==> config.mk <==
export PLATFORM = sky130hd
export DESIGN_NAME = io_responder
export DESIGN_NICKNAME = d
export VERILOG_FILES = /design/src/rtl/io_pkg.sv /design/src/rtl/io_tx_fifo.sv /design/src/rtl/io_responder.sv
export SDC_FILE = /design/constraint.sdc
export NUM_CORES = 1
export LEC_CHECK = 0
export ABC_AREA = 1
export BUFFER_PORTS_ARGS = -buffer_cell sky130_fd_sc_hd__buf_4
export CORE_ASPECT_RATIO = 0.8
export CORE_UTILIZATION = 45
export CTS_BUF_LIST = sky130_fd_sc_hd__clkbuf_4
export CTS_CLUSTER_DIAMETER = 50
export CTS_CLUSTER_SIZE = 24
export DETAILED_ROUTE_END_ITERATION = 10
export SLEW_MARGIN = 20
export SYNTH_ARGS = -nofsm -noshare
export SYNTH_HDL_FRONTEND = slang
export SYNTH_HIERARCHICAL = 1
export SYNTH_SLANG_ARGS = --single-unit
==> constraint.sdc <==
create_clock -name clk_in -period 5.6 [get_ports clk_in]
set_input_delay 0.56 -clock clk_in [delete_from_list [all_inputs] [get_ports clk_in]]
set_output_delay 0.56 -clock clk_in [all_outputs]
set_load 0.02 [all_outputs]
==> src/rtl/io_pkg.sv <==
// Decode constants shared by the memory-mapped I/O responder and its sub-blocks.
// Pure declarations, no logic.
// No flow control.
package io_pkg;

  localparam logic [1:0] IO_SEL     = 2'b11;

  localparam logic [2:0] OFF_UART   = 3'd0;
  localparam logic [2:0] OFF_CNT    = 3'd4;
  localparam logic [2:0] OFF_CNT_B1 = 3'd5;
  localparam logic [2:0] OFF_CNT_B2 = 3'd6;
  localparam logic [2:0] OFF_CNT_B3 = 3'd7;

  localparam logic [7:0] HALT_BYTE  = 8'h00;

  function automatic logic io_selected(input logic [1:0] region);
    return region == IO_SEL;
  endfunction

endpackage

==> src/rtl/io_tx_fifo.sv <==
// Byte FIFO for the UART transmit path with a registered almost-full flag.
// Push visible one cycle later; dout is the head entry, forced to 0 while empty.
// A push into a full FIFO is dropped and flagged on overflow; pop of empty is ignored.
module io_tx_fifo #(
  parameter int DEPTH             = 16,
  parameter int ALMOST_FULL_LEVEL = 12
) (
  input  logic                     clk_in,
  input  logic                     rst_in,
  input  logic                     push,
  input  logic                     pop,
  input  logic [7:0]               din,
  output logic [7:0]               dout,
  output logic [$clog2(DEPTH):0]   count,
  output logic                     full,
  output logic                     empty,
  output logic                     overflow,
  output logic                     almost_full
);

  localparam int AW = $clog2(DEPTH);

  logic [7:0]    mem [DEPTH];
  logic [AW-1:0] wr_ptr;
  logic [AW-1:0] rd_ptr;
  logic [AW:0]   count_nxt;
  logic          do_push;
  logic          do_pop;

  assign full     = (count == (AW+1)'(DEPTH));
  assign empty    = (count == '0);
  assign do_pop   = pop && !empty;
  // A full FIFO drops the push even when a pop frees a slot in the same cycle.
  assign do_push  = push && !full;
  assign overflow = push && full;
  assign dout     = empty ? 8'h00 : mem[rd_ptr];

  always_comb begin
    count_nxt = count;
    if (do_push && !do_pop) begin
      count_nxt = count + (AW+1)'(1);
    end else if (!do_push && do_pop) begin
      count_nxt = count - (AW+1)'(1);
    end
  end

  always_ff @(posedge clk_in) begin
    if (!rst_in) begin
      wr_ptr      <= '0;
      rd_ptr      <= '0;
      count       <= '0;
      almost_full <= 1'b0;
    end else begin
      if (do_push) begin
        wr_ptr <= wr_ptr + AW'(1);
      end
      if (do_pop) begin
        rd_ptr <= rd_ptr + AW'(1);
      end
      count       <= count_nxt;
      almost_full <= (count_nxt >= (AW+1)'(ALMOST_FULL_LEVEL));
    end
  end

  always_ff @(posedge clk_in) begin
    if (do_push) begin
      mem[wr_ptr] <= din;
    end
  end

endmodule

==> src/rtl/io_responder.sv <==
// Memory-mapped UART data port and cycle-counter/program-stop port on the CPU byte bus.
// Reads return one cycle after the address; writes reach the tx FIFO one cycle later.
// CPU is throttled through io_buffer_full with FULL_MARGIN slack; tx drains on tx_valid && tx_ready.
module io_responder
  import io_pkg::*;
#(
  parameter int FIFO_DEPTH  = 16,
  parameter int FULL_MARGIN = 4
) (
  input  logic        clk_in,
  input  logic        rst_in,
  input  logic [31:0] mem_a,
  input  logic [7:0]  mem_dout,
  input  logic        mem_wr,
  output logic [7:0]  io_rdata,
  output logic        io_buffer_full,
  input  logic [7:0]  rx_data,
  input  logic        rx_valid,
  output logic        rx_pop,
  output logic [7:0]  tx_data,
  output logic        tx_valid,
  input  logic        tx_ready,
  output logic        tx_overflow,
  output logic        program_end
);

  localparam int CW = $clog2(FIFO_DEPTH) + 1;

  logic          sel;
  logic [2:0]    off;
  logic          rd_en;
  logic          wr_en;
  logic          halt_wr;
  logic          push;
  logic [7:0]    push_byte;
  logic          fifo_full;
  logic          fifo_empty;
  logic          fifo_ovf;
  logic [CW-1:0] fifo_count;
  logic [31:0]   cnt;
  logic [31:0]   snap;
  logic          halted;
  logic          unused_ok;

  assign sel   = rst_in && io_selected(mem_a[17:16]);
  assign off   = mem_a[2:0];
  assign rd_en = sel && !mem_wr;
  // After the stop port is written the CPU can no longer feed the tx stream.
  assign wr_en = sel && mem_wr && !halted;

  assign halt_wr   = wr_en && (off == OFF_CNT);
  assign push      = halt_wr || (wr_en && (off == OFF_UART) && (mem_dout != 8'h00));
  assign push_byte = halt_wr ? HALT_BYTE : mem_dout;

  assign rx_pop      = rd_en && (off == OFF_UART) && rx_valid;
  assign tx_valid    = !fifo_empty;
  // No push is possible once halted, so an empty FIFO stays empty until reset.
  assign program_end = halted && fifo_empty;

  assign unused_ok = ^{mem_a[31:18], mem_a[15:3], fifo_full, fifo_count};

  io_tx_fifo #(
    .DEPTH             (FIFO_DEPTH),
    .ALMOST_FULL_LEVEL (FIFO_DEPTH - FULL_MARGIN)
  ) u_fifo (
    .clk_in      (clk_in),
    .rst_in      (rst_in),
    .push        (push),
    .pop         (tx_valid && tx_ready),
    .din         (push_byte),
    .dout        (tx_data),
    .count       (fifo_count),
    .full        (fifo_full),
    .empty       (fifo_empty),
    .overflow    (fifo_ovf),
    .almost_full (io_buffer_full)
  );

  always_ff @(posedge clk_in) begin
    if (!rst_in) begin
      cnt         <= 32'd0;
      snap        <= 32'd0;
      halted      <= 1'b0;
      tx_overflow <= 1'b0;
      io_rdata    <= 8'h00;
    end else begin
      cnt <= cnt + 32'd1;
      if (fifo_ovf) begin
        tx_overflow <= 1'b1;
      end
      if (halt_wr) begin
        halted <= 1'b1;
      end
      if (rd_en) begin
        // Byte 4 latches the whole counter so bytes 5..7 form a coherent dword.
        unique case (off)
          OFF_UART:   io_rdata <= rx_valid ? rx_data : 8'h00;
          OFF_CNT: begin
            io_rdata <= cnt[7:0];
            snap     <= cnt;
          end
          OFF_CNT_B1: io_rdata <= snap[15:8];
          OFF_CNT_B2: io_rdata <= snap[23:16];
          OFF_CNT_B3: io_rdata <= snap[31:24];
          default:    io_rdata <= 8'h00;
        endcase
      end
    end
  end

endmodule

==> results of run 1 <==
-- metal layers --
metal	global-route usage [%]	vias to the layer above	share of wire (%)
met3	3.29	28	7.3
li1	-	3537	-
met4	4.95	0	1.8
met1	37.6	3359	53
met5	0	-	0
met2	28.1	228	38
-- power breakdown --
| group | total (uW) | internal, uW | switching (uW) | leakage [uW] |
|---|---|---|---|---|
| Combinational | 83.9 | 24.3 | 59.6 | 0.00164 |
| Clock | 830 | 247 | 583 | 0.000173 |
| Sequential | 1660 | 1660 | 3.31 | 0.00183 |
-- final cells by class --
type	instances	area [um2]
antenna	1	2.50
clock buffer	23	173
clock inverter	13	139
fill	1978	10400
inverter	74	293
multi-input combinational	672	3530
sequential	212	5530
tap	269	337
timing repair buffer	53	398
-- cells in the mapped netlist, types with 8 or more instances --
master	number
sky130_fd_sc_hd__a21oi_1	50
sky130_fd_sc_hd__a21oi_2	17
sky130_fd_sc_hd__buf_2	21
sky130_fd_sc_hd__clkbuf_1	12
sky130_fd_sc_hd__dfxtp_1	84
sky130_fd_sc_hd__edfxtp_1	128
sky130_fd_sc_hd__ha_1	8
sky130_fd_sc_hd__inv_1	66
sky130_fd_sc_hd__nand2_1	160
sky130_fd_sc_hd__nand3_1	45
sky130_fd_sc_hd__nand4_1	27
sky130_fd_sc_hd__nor2_1	177
sky130_fd_sc_hd__o211ai_1	9
sky130_fd_sc_hd__o21a_1	10
sky130_fd_sc_hd__o21ai_0	45
sky130_fd_sc_hd__o21ai_1	29
sky130_fd_sc_hd__o21bai_1	32
sky130_fd_sc_hd__o221ai_1	24
-- cells by family after synthesis --
group	count (synthesis)
flops	212
compound gates	219
xor+xnor	5
buf+inv	118
fa+ha+maj	8
simple gates	440
-- worst paths after layout --
path	cells after the start	start	endpoint
setup / recovery	6	register	tx_data[7]
hold / removal	5	rx_data[4]	io_rdata[4]$_SDFFE_PN0P_
setup reg to reg	10	u_fifo/count[1]$_SDFF_PN0_	register
hold reg to reg	2	io_rdata[6]$_SDFFE_PN0P_	io_rdata[6]$_SDFFE_PN0P_
-- critical path, cell delays in order (launching register included) --
cell and delay [ns]:
sky130_fd_sc_hd__dfxtp_2 0.63, sky130_fd_sc_hd__buf_4 0.49, sky130_fd_sc_hd__o21ai_0 0.16, sky130_fd_sc_hd__o221ai_1 0.46
sky130_fd_sc_hd__nand3_1 0.19, sky130_fd_sc_hd__a21oi_1 0.20, sky130_fd_sc_hd__buf_4 0.19
-- through the flow --
step | worst slack (ns) | total power (uW) | std cells
floorplan | 3.21 | 1740 | 1002
global placement | 2.26 | 1780 | 1280
detailed placement | 2.21 | 1780 | 1280
CTS | 2.07 | 2600 | 1316
global route | 1.83 | 2670 | 1317
finish | 2.05 | 2570 | 1317
-- flip-flops by register name, summed over array words and instances, names as in the netlist, named ones only --
name and cells:
io_rdata 8, u_fifo/mem 128, u_fifo/count 5, cnt 32, tx_overflow 1, snap 24, halted 1, u_fifo/wr_ptr 4
u_fifo/almost_full 1, u_fifo/rd_ptr 4
==> results.txt, run 1 <==
From synthesis to final layout, the design area changed by 8.37%. Number of nets produced by synthesis: 1063. Summing all placed instances gives a cell area of 10100 um2. Counting the buffers created by CTS gives 20. Category of the worst setup path launch point: a register. The worst hold path class is in2reg. The count of final setup violators is 0.

The most used flip-flop cell after synthesis is sky130_fd_sc_hd__edfxtp_1. The clock net in this run drives a total of 212 sinks. Counting flops with an async set or reset pin after synthesis yields a share of 0%. On the final layout, the worst hold slack is 0.218 ns. The worst setup path is of the reg2out kind. The clock latency on the worst-skew pair was 0.67 ns. The simple-gate share of the synthesized area was 20.8%. After synthesis, the largest family of logic cells by area is simple AND/OR/NAND/NOR gates. The buffer count from post-CTS setup fixing is 0. The highest ir drop seen on vdd is 0.000136 V. The end-of-flow core utilization was 50.0%; the floorplan die area was 21900 um2.

The total overflow left after global routing is 0. Derived from the worst setup path, the maximum achievable clock frequency is 0.281 GHz. Routability-driven placement finished with a final weighted congestion of 0.850.

For the detailed-route DRC error count, the log shows 2. The finished cells cover 10400 um2. Of the total synthesized cell area, the portion taken by full adders, half adders and majority gates is 1.04%. Leaving out fill and tap cells, the most frequent cells in the layout are sky130_fd_sc_hd__nor2_1, sky130_fd_sc_hd__nand2_1, sky130_fd_sc_hd__edfxtp_1. The aggregate global-route resource usage was 22.0%. Yosys attributes the largest share of cell area to sky130_fd_sc_hd__edfxtp_1, sky130_fd_sc_hd__dfxtp_1, sky130_fd_sc_hd__nor2_1. Of the post-synthesis cell area, the part taken by muxes is 0%. The H-tree depth was 1; the area inside the core boundary was 20800 um2. The pin count of the biggest net entering global routing is 65. The synthesized design spends more area on one cell type than any other, namely sky130_fd_sc_hd__edfxtp_1. The cell count after synthesis was 1002.

The detailed router finished its first iteration with 842 violations. The length of the first detailed-routing pass in iterations is 11. Counting distinct cell types in the post-synthesis netlist gives 38.

TritonCTS built the clock tree. After clock tree synthesis, the clock-pin slew on the worst setup and hold paths is 0.18 ns. The logs give 6389 for the number of global-route vias before repair and 2.99 ns for the internal reg-to-reg setup slack. Of the post-synthesis cell area, the dominant cell type holds 40.0%. The measured slew at the worst slew-check pin is 1.05 ns, and the reported max-cap violation count is 0. Summing the areas of all compound-gate instances in the mapped netlist gives 14.5% of the synthesized area.

Measured along the y axis, the die boundary spans 133 um. The smallest clock period supported by the final layout is computed as 3.55 ns. For this run, the register share of the synthesized area comes to 57.6%.

In this run the tightest slew margin relative to its limit is 30.0%. Setup repair after global routing left no endpoint under its margin. The checks that failed: design-rule violations. The wire length per cell after detailed routing was 17.8 um; the max-slew violation count was 0. The count of endpoints failing hold in the final timing report is 0. The clock tree skew after final layout is 0.0672 ns.

The most common cell after layout, fill and taps aside was sky130_fd_sc_hd__nor2_1. The root buffer selected by CTS is sky130_fd_sc_hd__clkbuf_4. The initial standard-cell utilization of the core was 46.1%; the share of final-layout standard cells stronger than drive strength 1 was 13.2%.

Of the total synthesized cell area, the portion taken by XOR and XNOR cells is 0.456%. The tools report the number of vias in the routed layout as 7152. Final layout net count: 1094.

The maximum fanout along the worst path was 45. The logs give 36.8 mm for the first-pass GRT wire length and 23.4 mm for the overall routed net length. The worst setup path is captured at a primary output. The final antenna-violating net count was 0.

Summed over all nets, the half-perimeter wirelength after detailed placement is 15.5 mm. The power density over cell area was 247 nW/um2; the synthesized area per cell was 9.58 um2. Data on the critical path is required at its endpoint by 5.04 ns. The flow ran to the end, but the final reports show violations. The run gives 0 as the count of hold buffers inserted by post-cts repair. Summed over all failing endpoints, the final setup total negative slack is 0 ns. The floorplan has 47 rows. The worst path uses 63.5% of the clock period. For this design the top-level I/O count stands at 74. The die extent in x was 165 um.

The cell area after synthesis is 9600 um2. Buffers placed on the I/O ports in this run total 46. Counting along the longest clock path gives a buffer depth of 3. The logs give 0 for the count of cells resized by post-cts repair and 2.99 ns for the data arrival at the endpoint of the critical path.

The register bit count reported by yosys was 212; the vias per cell was 5.43. In this run, synthesis inferred 128 flip-flops with an integrated enable. The logs give 0.00364 uW for the leakage component of the power and 6 for the number of synthesis warnings.

The run gives 1 as the initial antenna violation count.
Power figures use the tool's default switching activity.
==> run 2: changes to the inputs <==
==> constraint.sdc (replaced) <==
create_clock -name clk_in -period 3.6 [get_ports clk_in]
set_input_delay 0.36 -clock clk_in [delete_from_list [all_inputs] [get_ports clk_in]]
set_output_delay 0.36 -clock clk_in [all_outputs]
set_load 0.02 [all_outputs]
==> run 2 against run 1 <==
Compared with the run above:
- the run still ends with design-rule violations left
- die area did not move
- design area rose by 2.5%
- critical path depth did not move
- first-iteration DRC count fell by 1.3%
- non-clock buffer count rose by 31
- via count rose by 2.1%
- register-to-register slack got worse by 1.9 ns
- combinational power rose by 66%
- critical path type unchanged
==> results.txt, run 2 (same netlist as run 1, synthesis figures left out) <==
The run finished, with violations left. The checks that failed: design-rule violations. The max-slew headroom at the worst pin was 50.7% (+21 points); the post-CTS clock slew at the launch and capture registers of the worst setup and hold paths was 0.19 ns (about the same).

The tools report the total clock sinks as 212 (unchanged). The buffer count from post-CTS setup fixing is 0 (unchanged), and the reported max-cap violation count is 0 (unchanged). The flip-flop count of the largest register after layout is 128 (unchanged).

The H-tree depth came out at 1 (unchanged). The vias per cell is 5.42 (-0.25%), and the initial antenna violation count is 1 (unchanged). Critical path's top delay family: compound AO/OA/AOI/OAI gates. The library cell used most frequently in the layout, excluding fill and tap cells, is sky130_fd_sc_hd__nor2_1. The count of buffers inserted at the top-level ports is 46 (unchanged).

The number of vias in the routed layout was 7302 (+2.1%); the count of final setup violators was 0 (unchanged). The logs give 1050 uW (+62%) for the net switching power figure and 2.89 ns (-0.10 ns) for the data arrival at the endpoint of the critical path. The final antenna-violating net count was 0 (unchanged); the length of the first detailed-routing pass in iterations was 8 (-3). The power density over cell area came out at 380 nW/um2 (+54%).

Among all stages on the critical path, the largest delay is contributed by sky130_fd_sc_hd__dfxtp_2. Walking the worst path, the cells encountered are buf_4 > o21ai_0 > o221ai_1 > nand3_1 > a21oi_1 > buf_4. The tools report the violation count after the first detailed-routing iteration as 831 (-1.3%). The final HPWL from detailed placement came out at 16.5 mm (+5.9%). Floorplan row count: 47 (unchanged). The sequential group share of total power came out at 63.6% (-0.9 points). The top register by number of flip-flops was u_fifo/mem. The most numerous cell type found on the critical path is sky130_fd_sc_hd__buf_4. The clock tree skew after final layout was 0.0471 ns (-0.0201 ns). The leakage component of the power came out at 0.00379 uW (+4.0%). The number of clock buffers inserted by TritonCTS is 20 (unchanged), and the final layout net count is 1125 (+2.8%). The max-slew violation count was 0 (unchanged). In the finished design, the share of the clock period the worst path needs comes to 90.4%. The post-detailed-placement cell area is 10300 um2 (+1.8%). The clock period could shrink to 3.25 ns. Die extent in y: 133 um (unchanged).

STA classifies the critical path endpoint as a primary output. TritonCTS built the clock tree. The share of power burned in the clock network was 33.0% (+0.7 points); the floorplan die area was 21900 um2 (unchanged). The clock latency on the worst-skew pair was 0.66 ns (about the same). Kind of critical path: reg2out. The maximum fanout along the worst path came out at 36 (-20%).

The internal power consumption is 3010 uW (+56%). The worst hold path class is in2reg. The tools report the final instance area as 10700 um2 (+2.5%).

For the area inside the core boundary, the log shows 20800 um2 (unchanged). The net switching fraction of the power was 25.8% (+0.73 points); the setup TNS after final layout was 0 ns (unchanged). The placer's final routability congestion estimate came out at 0.900 (+5.9%).

Setup repair after global routing left no endpoint under its margin. The run gives 0 (unchanged) as the sum of overflow across all layers after global routing. The run gives 3.4% (about the same) as the part of the total power dissipated in combinational logic. The tools report the first-pass GRT wire length as 37.7 mm (+2.5%). Aggregate global-route resource usage: 22.5% (+0.52 points). The run gives 24.0 mm (+2.3%) as the overall routed net length. The tools report the number of global-route vias before repair as 6634 (+3.8%). The wire length per cell after detailed routing was 17.8 um (about the same).

The detailed-route DRC error count is 2 (unchanged), and the share of final-layout standard cells stronger than drive strength 1 is 14.7% (+1.6 points). The count of endpoints failing hold in the final timing report was 0 (unchanged); the highest clock rate was 0.307 GHz. The run gives 3 (unchanged) as the maximum buffer depth of the clock tree. The tools report the category of the worst setup path launch point as a register.

Pin count of the biggest net entering global routing: 56 (-14%). The measured slew at the worst slew-check pin works out to 0.737 ns (-0.310 ns). The biggest cell delay along the critical path works out to 0.59 ns (-0.04 ns). The run gives 74 (unchanged) as the I/O pin count. In the layout the commonest cells are sky130_fd_sc_hd__nor2_1, sky130_fd_sc_hd__nand2_1, sky130_fd_sc_hd__edfxtp_1. The logs give 46.1% (unchanged) for the initial standard-cell utilization of the core and 0.0373 ns (-0.180 ns) for the worst slack on hold paths. CTS placed an instance of sky130_fd_sc_hd__clkbuf_4 at the clock tree root. The combined buffer and inverter count along the critical path was 2 (unchanged); the highest ir drop seen on vdd was 0.000250 V (+84%). The die extent in x was 165 um (unchanged). From synthesis to final layout, the design area changed by 11.1%. The largest registers in the layout are u_fifo/mem (128), cnt (32), snap (24). The tools report the critical path required time as 3.24 ns (-1.80 ns).
==> run 2: changes by cell type in the layout (fill, tap and decap cells not counted), sizes merged <==
cell / delta
inv: -2
clkbuf: -1
clkinv: +2
buf: +24
clkinvlp: +1
dlygate4sd3: +7
==> run 2: path summary, 6_finish.rpt <==
path / to / start / cells after the start / slack [ns]
setup reg to reg: u_fifo/mem[12][3]$_DFFE_PP_ / halted$_SDFFE_PN0P_ / 7 / 1.10
setup / recovery: tx_data[7] / register / 6 / 0.35
hold reg to reg: register / u_fifo/rd_ptr[2]$_SDFFE_PN0P_ / 2 / 0.46
hold / removal: io_rdata[5]$_SDFFE_PN0P_ / rx_data[5] / 5 / 0.04
==> run 2: final cells by class <==
class | count | area, um2
Fill cell | 1962 | 10200
Sequential cell | 212 | 5530
Multi-Input combinational cell | 672 | 3530
Timing Repair Buffer | 84 | 648
Tap cell | 269 | 337
Inverter | 74 | 293
Clock inverter | 14 | 166
Clock buffer | 22 | 165
Antenna cell | 1 | 2.50
==> run 2: repair_timing <==
action,CTS,global route
resized for setup,0,0
hold buffers,7,0
endpoints found under the hold margin,4,0
==> run 2: worst min-delay path: cells and delay by family <==
kind                   cells  cell delay [ns]
buffers and inverters      1             0.11
AO/OA/AOI/OAI              1             0.06
AND/OR/NAND/NOR            3             0.16
==> run 2: power groups by stage <==
| stage | clock, uW | combinational (uW) | sequential (uW) |
|---|---|---|---|
| 2_1_floorplan | 0 | 72.8 | 2630 |
| 3_3_place_gp | 0 | 134 | 2630 |
| 3_5_place_dp | 0 | 135 | 2630 |
| 4_1_cts | 1380 | 139 | 2580 |
| 5_1_grt | 1460 | 152 | 2580 |
| 6_report | 1340 | 139 | 2580 |
==> run 2: layer usage <==
layer	share of wire, %	track usage (%)	wire, um	up-vias
met2	40	30.4	9640	240
met4	0.94	3.33	226	0
met1	52	37.4	12400	3442
li1	-	-	-	3605
met5	0	0	0	-
met3	7.2	3.89	1730	15
==> run 2: metrics by stage <==
| stage | util, % | instances | worst slack [ns] | total power, uW |
|---|---|---|---|---|
| after floorplan | - | 1002 | 1.41 | 2700 |
| after global placement | 49.3 | 1304 | 0.885 | 2770 |
| after detailed placement | 49.3 | 1304 | 0.843 | 2770 |
| after CTS | 51.2 | 1347 | 0.342 | 4090 |
| after global routing | 51.2 | 1348 | 0.145 | 4190 |
| final | 51.2 | 1348 | 0.346 | 4060 |
